File: src/rtl/meter_pkg.sv
// meter_pkg: shared widths, engine state enum, default constants and the BCD nibble-adjust helper
package meter_pkg;
  localparam int COUNT_W = 14;
  localparam int BCD_W = 16;
  localparam int ITERS = COUNT_W;
  localparam int DEF_MAX_COUNT = 9999;
  localparam int DEF_LOW_THRESH = 180;
  localparam int DEF_PRESET1 = 15;
  localparam int DEF_PRESET2 = 150;
  localparam int DEF_ADD1 = 60;
  localparam int DEF_ADD2 = 120;
  localparam int DEF_ADD3 = 180;
  localparam int DEF_ADD4 = 300;
  typedef enum logic [1:0] {LOAD, SHIFT, DONE} bcd_state_t;
  function automatic logic [BCD_W-1:0] dabble(input logic [BCD_W-1:0] b);
    logic [BCD_W-1:0] r;
    for (int i = 0; i < BCD_W / 4; i++)
      r[4*i+:4] = b[4*i+:4] >= 4'd5 ? b[4*i+:4] + 4'd3 : b[4*i+:4];
    return r;
  endfunction
endpackage

File: src/rtl/meter_control_if.sv
// meter_control_if: button/tick pulses in, BCD digits, blink request and count out
interface meter_control_if;
  import meter_pkg::*;
  logic tick_1hz;
  logic add1, add2, add3, add4;
  logic rst1, rst2;
  logic [3:0] digit3, digit2, digit1, digit0;
  logic state_blink;
  logic [COUNT_W-1:0] count;
  modport master (
    output tick_1hz, add1, add2, add3, add4, rst1, rst2,
    input digit3, digit2, digit1, digit0, state_blink, count
  );
  modport slave (
    input tick_1hz, add1, add2, add3, add4, rst1, rst2,
    output digit3, digit2, digit1, digit0, state_blink, count
  );
endinterface

File: src/rtl/bin2bcd_seq.sv
// bin2bcd_seq: sequential double-dabble converter; ports clk, rst, start, bin in; bcd (held between conversions), done out
module bin2bcd_seq
  import meter_pkg::*;
(
  input  logic               clk,
  input  logic               rst,
  input  logic               start,
  input  logic [COUNT_W-1:0] bin,
  output logic [BCD_W-1:0]   bcd,
  output logic               done
);
  bcd_state_t state_q, state_d;
  logic [3:0] iter_q, iter_d;
  logic [BCD_W+COUNT_W-1:0] sr_q, sr_d;
  logic [BCD_W-1:0] bcd_q, bcd_d;
  always_ff @(posedge clk) begin
    if (rst) begin
      state_q <= LOAD;
      iter_q <= '0;
      sr_q <= '0;
      bcd_q <= '0;
    end else begin
      state_q <= state_d;
      iter_q <= iter_d;
      sr_q <= sr_d;
      bcd_q <= bcd_d;
    end
  end
  always_comb begin
    state_d = state_q;
    iter_d = iter_q;
    sr_d = sr_q;
    bcd_d = bcd_q;
    if (state_q == LOAD) begin
      sr_d = {{BCD_W{1'b0}}, bin};
      iter_d = '0;
      state_d = start ? SHIFT : LOAD;
    end else if (state_q == SHIFT) begin
      sr_d = {dabble(sr_q[BCD_W+COUNT_W-1:COUNT_W]), sr_q[COUNT_W-1:0]} << 1;
      iter_d = iter_q + 4'd1;
      state_d = iter_q == 4'(ITERS - 1) ? DONE : SHIFT;
    end else begin
      bcd_d = sr_q[BCD_W+COUNT_W-1:COUNT_W];
      state_d = LOAD;
    end
  end
  assign bcd = bcd_q;
  assign done = state_q == DONE;
endmodule

File: src/rtl/meter_control.sv
// meter_control: saturating parking-time counter with presets, adds, 1 Hz decrement, blink request and BCD digits
module meter_control
  import meter_pkg::*;
#(
  parameter int MAX_COUNT = DEF_MAX_COUNT,
  parameter int LOW_THRESH = DEF_LOW_THRESH,
  parameter int PRESET1 = DEF_PRESET1,
  parameter int PRESET2 = DEF_PRESET2,
  parameter int ADD1 = DEF_ADD1,
  parameter int ADD2 = DEF_ADD2,
  parameter int ADD3 = DEF_ADD3,
  parameter int ADD4 = DEF_ADD4
) (
  input logic clk,
  input logic rst,
  meter_control_if.slave bus
);
  localparam logic [COUNT_W:0] MAX_W = (COUNT_W+1)'(MAX_COUNT);
  localparam logic [COUNT_W-1:0] LOW_W = COUNT_W'(LOW_THRESH);
  logic [COUNT_W-1:0] count_q, next;
  logic [COUNT_W:0] addval, dec, sum;
  logic blink_q;
  logic [BCD_W-1:0] bcd;
  logic done;
  always_comb begin
    addval = bus.add4 ? (COUNT_W+1)'(ADD4) :
             bus.add3 ? (COUNT_W+1)'(ADD3) :
             bus.add2 ? (COUNT_W+1)'(ADD2) :
             bus.add1 ? (COUNT_W+1)'(ADD1) : '0;
    dec = {{COUNT_W{1'b0}}, bus.tick_1hz && count_q != '0};
    sum = {1'b0, count_q} - dec + addval;
    next = bus.rst1 ? COUNT_W'(PRESET1) :
           bus.rst2 ? COUNT_W'(PRESET2) :
           sum > MAX_W ? MAX_W[COUNT_W-1:0] : sum[COUNT_W-1:0];
  end
  always_ff @(posedge clk) begin
    if (rst) begin
      count_q <= '0;
      blink_q <= 1'b1;
    end else begin
      count_q <= next;
      blink_q <= next < LOW_W;
    end
  end
  bin2bcd_seq u_bcd (
    .clk(clk),
    .rst(rst),
    .start(1'b1),
    .bin(count_q),
    .bcd(bcd),
    .done(done)
  );
  assign bus.count = count_q;
  assign bus.state_blink = blink_q;
  assign {bus.digit3, bus.digit2, bus.digit1, bus.digit0} = bcd;
endmodule

File: src/flat_wrapper.sv
// flat-port wrapper written by rule: the top's interface ports become plain ports
module meter_control_flat import meter_pkg::*;
#(
  parameter int MAX_COUNT = DEF_MAX_COUNT,
  parameter int LOW_THRESH = DEF_LOW_THRESH,
  parameter int PRESET1 = DEF_PRESET1,
  parameter int PRESET2 = DEF_PRESET2,
  parameter int ADD1 = DEF_ADD1,
  parameter int ADD2 = DEF_ADD2,
  parameter int ADD3 = DEF_ADD3,
  parameter int ADD4 = DEF_ADD4
)
  (clk, rst, bus_tick_1hz, bus_add1, bus_add2, bus_add3, bus_add4, bus_rst1, bus_rst2, bus_digit3, bus_digit2, bus_digit1, bus_digit0, bus_state_blink, bus_count);
  meter_control_if bus_i ();
  input logic clk;
  input logic rst;
  input wire logic [$bits(bus_i.tick_1hz)-1:0] bus_tick_1hz;
  input wire logic [$bits(bus_i.add1)-1:0] bus_add1;
  input wire logic [$bits(bus_i.add2)-1:0] bus_add2;
  input wire logic [$bits(bus_i.add3)-1:0] bus_add3;
  input wire logic [$bits(bus_i.add4)-1:0] bus_add4;
  input wire logic [$bits(bus_i.rst1)-1:0] bus_rst1;
  input wire logic [$bits(bus_i.rst2)-1:0] bus_rst2;
  output wire logic [$bits(bus_i.digit3)-1:0] bus_digit3;
  output wire logic [$bits(bus_i.digit2)-1:0] bus_digit2;
  output wire logic [$bits(bus_i.digit1)-1:0] bus_digit1;
  output wire logic [$bits(bus_i.digit0)-1:0] bus_digit0;
  output wire logic [$bits(bus_i.state_blink)-1:0] bus_state_blink;
  output wire logic [$bits(bus_i.count)-1:0] bus_count;
  assign bus_i.tick_1hz = bus_tick_1hz;
  assign bus_i.add1 = bus_add1;
  assign bus_i.add2 = bus_add2;
  assign bus_i.add3 = bus_add3;
  assign bus_i.add4 = bus_add4;
  assign bus_i.rst1 = bus_rst1;
  assign bus_i.rst2 = bus_rst2;
  assign bus_digit3 = bus_i.digit3;
  assign bus_digit2 = bus_i.digit2;
  assign bus_digit1 = bus_i.digit1;
  assign bus_digit0 = bus_i.digit0;
  assign bus_state_blink = bus_i.state_blink;
  assign bus_count = bus_i.count;
  meter_control #(.MAX_COUNT(MAX_COUNT), .LOW_THRESH(LOW_THRESH), .PRESET1(PRESET1), .PRESET2(PRESET2), .ADD1(ADD1), .ADD2(ADD2), .ADD3(ADD3), .ADD4(ADD4)) u_core (.clk(clk), .rst(rst), .bus(bus_i));
endmodule
File: config.mk
export PLATFORM = sky130hd
export DESIGN_NAME = meter_control_flat
export DESIGN_NICKNAME = d
export VERILOG_FILES = /design/src/rtl/meter_pkg.sv /design/src/rtl/meter_control_if.sv /design/src/rtl/bin2bcd_seq.sv /design/src/rtl/meter_control.sv /design/src/flat_wrapper.sv
export SDC_FILE = /design/constraint.sdc
export NUM_CORES = 1
export LEC_CHECK = 0
export BUFFER_PORTS_ARGS = -buffer_cell sky130_fd_sc_hd__buf_2
export CAP_MARGIN = 20
export CORE_MARGIN = 2
export CORE_UTILIZATION = 64
export CTS_CLUSTER_SIZE = 10
export DETAILED_ROUTE_END_ITERATION = 7
export GPL_TIMING_DRIVEN = 0
export PLACE_DENSITY_LB_ADDON = 0.08
export SYNTH_ARGS = -nofsm -noshare
export SYNTH_HDL_FRONTEND = slang
export SYNTH_SLANG_ARGS = --single-unit
File: constraint.sdc
create_clock -name clk -period 9.9 [get_ports clk]
set_input_delay 1.98 -clock clk [delete_from_list [all_inputs] [get_ports clk]]
set_output_delay 1.98 -clock clk [all_outputs]
set_load 0.1 [all_outputs]
* Word-level counts from Yosys, hierarchy flattened
Index checks and enable logic that the tools add are counted.
** Word-level totals
- Register bits :: 67
- Bits of input ports :: 9
- Output and inout port bits :: 31
** Operators by class
- Add/subtract/negate cells :: 7
- $lt $le $gt $ge :: 6
- Equal/unequal tests :: 2
- Mux-type cells :: 16
- Bitwise gates (word level) :: 2
- Reduce and logical (&&, ||, !) cells :: 7
** Operator list (count)
- $mux W14 :: 5
- $mux W15 :: 3
- $ge A4 B3 Y1 const B :: 4
- $add A15 B15 Y15 :: 1
- $gt A15 B14 Y1 const B :: 1
- $sub A14 B1 Y15 :: 1
- $lt A14 B8 Y1 const B :: 1
- $reduce_bool A14 Y1 :: 1
- $add A4 B2 Y4 const B :: 3
- $mux W4 :: 3
- $mux W6 :: 1
- $add A4 B1 Y4 const B :: 1
- $eq A4 B4 Y1 const B :: 1
- $add A3 B2 Y3 const B :: 1
- $mux W3 :: 1
- $reduce_or A3 Y1 :: 1
- $eq A2 B1 Y1 const B :: 1
- $logic_not A2 Y1 :: 1
- $mux W1 :: 2
- $mux W2 :: 1
- $not A1 Y1 :: 2
- $reduce_and A2 Y1 :: 1
- $reduce_bool A2 Y1 :: 1
- $reduce_or A2 Y1 :: 1
- $logic_and A1 B1 Y1 :: 1

* Logic depth before layout (Yosys ltp)
Gate-level depths: netlist of the first run.
- Depth in word-level cells :: 10
- Mapped depth :: 17

* By module
Synthesis of the first run repeated with hierarchy kept, for this count alone.
** Second synthesis, totals
- Cell total of the unflattened synthesis :: 482
- Area total of the unflattened synthesis :: 4021.4 um^2
** By module, submodules not included
- bin2bcd_seq :: times used 1, cells an instance 267, area each 2363.5 um^2
- meter_control :: times used 1, cells an instance 215, area each 1657.8 um^2

* Least setup slack after synthesis of the first run
Ideal clock, no wire load.
- Kind :: input to register
- From :: input bus_add2
- To :: register u_core.count_q[5], in the netlist u_core.bus.count[5]
- Library setup time :: 0.073 ns
- Data arrival time :: 4.529 ns
- Path slack :: 5.298 ns
- Stages :: 13
- Path through :: inv_1 > or3_1 > ha_1 > inv_1 > ha_1 > o21a_1 > or2_4 > a311o_1 > a211oi_2 > o41ai_2 > a21oi_2 > buf_6 > nor3b_2
** On the way
- Cells in the longest elaborated chain, start to end :: 8
** RTL lines
- from (decl) :: line flat_wrapper.sv:19 : input wire logic [$bits(bus_i.add2)-1:0] bus_add2;
- $mux W15 * :: line meter_control.sv:28 : bus.add2 ? (COUNT_W+1)'(ADD2) :
- $mux W15 * :: line meter_control.sv:27 : bus.add3 ? (COUNT_W+1)'(ADD3) :
- $mux W15 * :: line meter_control.sv:26 : addval = bus.add4 ? (COUNT_W+1)'(ADD4) :
- $add A15 B15 Y15 * :: line meter_control.sv:31 : sum = {1'b0, count_q} - dec + addval;
- $gt A15 B14 Y1 :: line meter_control.sv:34 : sum > MAX_W ? MAX_W[COUNT_W-1:0] : sum[COUNT_W-1:0];
- $mux W14 * :: line meter_control.sv:34
- $mux W14 * :: line meter_control.sv:33 : bus.rst2 ? COUNT_W'(PRESET2) :
- $mux W14 * :: line meter_control.sv:32 : next = bus.rst1 ? COUNT_W'(PRESET1) :
- to (signal assigned) :: line meter_control.sv:41 : count_q <= next;
- to (decl) :: line meter_control.sv:20 : logic [COUNT_W-1:0] count_q, next;
Mark *: on every way between the ends. The rest lies on a longest branch, timed or not.
A chain may end at the register's enable or synchronous reset.

* Worst setup path in the final report of the first run
Ends and elaborated chain as after synthesis.

==> results.toml, run 1 <==
[place]
place_congestion = 0.927
pre_cts_slack_ps = 4900
port_buffers = 39
dp_hpwl_um = 6630

[synth]
avgSynthCellArea_um2 = 8.28
synth_edf_count = 0
synth_area_leaders = "dfxtp_1 (34%), ha_1 (10%), a21oi_1 (7.0%), mux2i_1 (5.9%), nor2_1 (5.4%)"
synth_area_leader_cell = "dfxtp_1"
ys_ff_latch = 67
ys_top_cells_by_count = "dfxtp_1 (67), nor2_1 (57), a21oi_1 (55), inv_1 (48), ha_1 (33)"
async_flop_share = 0
synthesis.instances = 475
ys_seq_area_frac = 0.341
synth_most_common_cell = "dfxtp_1"
syn_nets = 518
ys.flop_type = "dfxtp_1"
synth.distinct_cells = 55
ys_warn_count = 0
synth_top_cell_area_share = 0.341
netlist_area_um2 = 3930

[power]
comb_power_share = 0.350
power.share.clock = 0.292
internal_power_uw = 519
p_sw_uw = 293
p_leak_uw = 0.00190
power_density_nw_per_um2 = 183
ir_drop_mv = 0.108
p_sw_frac = 0.361
power_frac_seq = 0.358

[cells_and_area]
fillers = 471
utilization = 0.748
layout-drive-gt1-share = 0.143
regArea_um2 = 1340
fin_nets = 568
multi_input_area_um2 = 2300
antenna_cells = 0
area_delta_synth_final_pct = 12.6

[die]
num_io_pins = 40
start_util = 0.664
die_x_um = 82.4
fp-row-count = 28
core_area_um2 = 5920
die-height_um = 82.4
dieArea_um2 = 6790

[run]
maxCapViolCount = 0

[global_routing]
grt_pass1_vias = 3327
overflow = 0
grt_pass1_wl_um = 14700
grt_antenna_before_repair = 0
track_usage = 0.285
grt_max_degree = 11

[status]
run_status = "finished clean"

[timing]
relSlewSlack = 0.527
finClkSkew_ps = 5.52
tightest_slew_ps = 709
rsz0062_at_grt = "no"
period_needed_ps = 4620
finalHoldViolations = 0
final.period_utilization = 0.467
setup_tns_ps = 0
finalWorstSetupSlack_ps = 5280
setup_viol = 0
timing.final.max_slew_violations = 0
fmax_ghz = 0.216

[worst_setup_path]
cp_max_fo = 10
cp.required_ps = 10180
critPathKind = "input port to flip-flop"
crit_path_start_kind = "input port"
end_kind = "flip-flop"
r2r_cells = 17
arrival_ps = 4900

[clock_tree]
cts.sinks = 67
clk_pin_slew_ps = 70
post_cts_buffers = 0
cts_hold_buffers = 0
cts_inserted_buffers = 9
clk_latency_ps = 350
htreeDepth = 3
clockBufferDepth = 2
cts_tree = "yes"
root_buffer = "clkbuf_8"
ctsResizeCount = 0

[detailed_routing]
routed_wl_um = 8990
dr.max_layer_used = "met4"
dr.first_iter.drc_count = 122
drt-vias-per-instance = 5.78
ant_nets = 0
wl_met2_um = 4640
wl_per_cell_um = 14.9
drc = 0
firstDrtPassIters = 4
num_vias = 3494
met1Wirelength_um = 3840
wl_met3_um = 336

[hold_path]
hold_depth = 2
hp-class = "flip-flop to flip-flop"
-- flip-flops by register name, indices dropped and copies added, names as in the netlist --
register and cells:
u_core.u_bcd.sr_q 30, u_core.u_bcd.iter_q 4, u_core.bus.count 14, u_core.bus.state_blink 1, u_core.u_bcd.state_q 2, u_core.u_bcd.bcd 16
-- kinds of logic after synthesis --
kind of cell             Yosys count  share of synthesized area
AND/OR/NAND/NOR                  146                      0.184
AO/OA/AOI/OAI                    120                      0.200
buffers and inverters             70                     0.0732
flip-flops                        67                      0.341
adder cells (fa/ha/maj)           34                      0.110
multiplexers                      23                     0.0585
XOR/XNOR                          15                     0.0334
-- power groups by stage --
stage	Combinational [uW]	Clock (uW)	Sequential (uW)
final	284	237	291
after floorplan	188	0	340
after global placement	279	0	296
after CTS	284	235	291
after global routing	313	246	292
after detailed placement	283	0	297
-- per-stage QoR --
step	power, uW	cells	cell area (um2)	hold slack, ps
6_report	812	605	4430	472
5_1_grt	851	605	4430	490
4_1_cts	810	605	4430	471
3_5_place_dp	579	589	4220	459
3_3_place_gp	575	589	4220	456
2_1_floorplan	527	475	3930	437
-- final timing paths --
check	from	endpoint	slack, ps
worst min register to register	u_core.u_bcd.bcd[5]	u_core.u_bcd.bcd[5]	470
worst max-delay path	bus_add2	u_core.bus.count[5]	5280
worst min-delay path	u_core.u_bcd.bcd[5]	u_core.u_bcd.bcd[5]	470
worst max register to register	u_core.bus.count[10]	u_core.bus.count[7]	6280
-- layout by cell type, fill, tap and decap left out, types with 5 or more instances in the layout --
cell type	instances
nor2_1	57
nand3_1	7
nand2_1	24
nor3b_1	8
mux2i_1	23
inv_1	48
a211oi_1	5
nor3_1	10
xnor2_1	10
or3_1	6
ha_1	33
clkbuf_8	12
a21oi_1	55
nand2b_1	14
clkbuf_1	16
dfxtp_1	67
o21ai_0	18
buf_2	41
xor2_1	5
a21o_1	5
-- cell type report --
cell class                 instances  area share
multi-input combinational        338       0.520
sequential                        67       0.303
timing repair buffer              39      0.0441
inverter                          48      0.0407
clock buffer                      15      0.0398
buffer                            22      0.0243
tap                               75      0.0212
clock inverter                     1     0.00678
-- metal layers --
metal	vias to the layer above	track usage
li1	1738	-
met1	1647	0.321
met2	97	0.520
met3	12	0.0337
met4	0	0.153
met5	-	0
-- worst max-delay path, stage by stage --
cell	delay, ps
buf_2	110
inv_1	50
or3_1	370
ha_1	280
inv_1	40
ha_1	340
o21a_1	200
or2_4	250
a311o_1	340
a211oi_2	280
o41ai_2	130
a21oi_2	200
buf_6	160
nor3b_2	160
No activity file was read; power rests on OpenSTA's default activity.
==> run 2, diff against run 1 <==
Settings changed: CORE_UTILIZATION 64 to 59.
Clock period 9.9 ns to 4.7 ns, I/O delays scaled along.
==> results.toml, run 2 (same netlist as run 1, synthesis figures left out) <==
[status]
run_status = "finished clean"

[power]
power_density_nw_per_um2 = 393
p_leak_uw = 0.00192
ir_drop_mv = 0.340

[timing]
finalWorstSetupSlack_ps = 1060
setup_tns_ps = 0
final.period_utilization = 0.774
fmax_ghz = 0.275
rsz0062_at_grt = "no"
timing.final.max_slew_violations = 0
tightest_slew_ps = 683
relSlewSlack = 0.544
period_needed_ps = 3640
finalHoldViolations = 0
finClkSkew_ps = 3.81
setup_viol = 0

[worst_setup_path]
cp_max_fo = 10
r2r_slack_ps = 1060
crit_path_start_kind = "flip-flop"
critPathKind = "flip-flop to flip-flop"
cp.required_ps = 4980
crit_path_frequent_cell = "ha_1"
cp_slowest_cell = "fa_1"
arrival_ps = 3920
cp_cell_sequence = "inv_1, ha_1, nand2_1, nor3_1, a31oi_1, ha_1, inv_1, ha_1, fa_1, a211oi_1, nor2_1, mux2i_1, nor4_1, o41ai_2, a21oi_2, buf_6, nor3b_2"
critPathMaxStageDelay_ps = 460
end_kind = "flip-flop"

[hold_path]
hp-class = "flip-flop to flip-flop"

[place]
pre_cts_slack_ps = 761
port_buffers = 39
dp_hpwl_um = 6460
place_congestion = 0.904
dpl.cell_count = 591

[global_routing]
track_usage = 0.251
grt_pass1_wl_um = 14800
grt_antenna_before_repair = 0
grt_pass1_vias = 3262
grt_max_degree = 12
overflow = 0

[detailed_routing]
drc = 0
dr.first_iter.drc_count = 149
firstDrtPassIters = 4
drt-vias-per-instance = 5.62
wl_per_cell_um = 14.2
routed_wl_um = 8590
ant_nets = 0
num_vias = 3414

[die]
fp-row-count = 29
die_x_um = 85.6
start_util = 0.616
num_io_pins = 40
dieArea_um2 = 7330
core_area_um2 = 6390
die-height_um = 85.6

[clock_tree]
clk_pin_slew_ps = 70
htreeDepth = 3
cts.sinks = 67
clockBufferDepth = 2
cts_hold_buffers = 0
root_buffer = "clkbuf_8"
ctsResizeCount = 0
cts_inserted_buffers = 9
post_cts_buffers = 0
cts_tree = "yes"
clk_latency_ps = 350

[cells_and_area]
layout-drive-gt1-share = 0.149
multi_input_area_um2 = 2300
fillers = 525
final_common_cell = "dfxtp_1"
antenna_cells = 0
area_delta_synth_final_pct = 13.2
largest_register_ffs = 30
fin_nets = 568
instances_no_fill = 607
regArea_um2 = 1340
layout_common_cells = "dfxtp_1 (67), nor2_1 (57), a21oi_1 (55)"
top_register = "u_core.u_bcd.sr_q"

[run]
maxCapViolCount = 0
[run 2: cell types whose count changed in the layout (fill, tap and decap cells not counted), sizes merged]
cell | before | now
clkbuf | 28 | 24
bufinv | 1 | 2
clkinv | 0 | 3
[run 2: cell type report]
class                   instances  area share
multi-input cells             338       0.518
inverters                      48      0.0405
well taps                      77      0.0216
clock buffers                  11      0.0340
repair buffers                 39      0.0439
flip-flops and latches         67       0.301
plain buffers                  22      0.0242
clock inverters                 5      0.0169
[run 2: power by group]
group	internal (uW)	switching, uW
combinational	213	382
sequential	589	23.2
clock	325	217
[run 2: per-stage QoR]
stage,hold slack [ps],utilization,cell area (um2),power [uW]
2_1_floorplan,437,-,3930,1110
3_3_place_gp,456,0.661,4220,1210
3_5_place_dp,463,0.661,4220,1220
4_1_cts,474,0.697,4450,1750
5_1_grt,488,0.697,4450,1840
6_report,471,0.697,4450,1750
[run 2: worst max-delay path, delay by kind of cell (launching register included)]
kind	cells	cell delay, ps
fa+ha+maj	4	1050
compound gates	4	860
simple gates	5	850
flops	1	380
buf+inv	3	270
mux	1	150
[run 2: worst paths after layout]
path                             start                  end  depth (start not counted)
setup / recovery  u_core.bus.count[10]  u_core.bus.count[5]                         17
hold / removal     u_core.u_bcd.bcd[0]  u_core.u_bcd.bcd[0]                          2
setup reg to reg  u_core.bus.count[10]  u_core.bus.count[5]                         17
hold reg to reg    u_core.u_bcd.bcd[0]  u_core.u_bcd.bcd[0]                          2
[run 2: layer usage]
layer	routed length [um]	track usage	vias up
met5	0	0	-
met4	185	0.117	0
met3	275	0.0462	15
met2	4300	0.428	66
met1	3830	0.305	1592
li1	-	-	1741
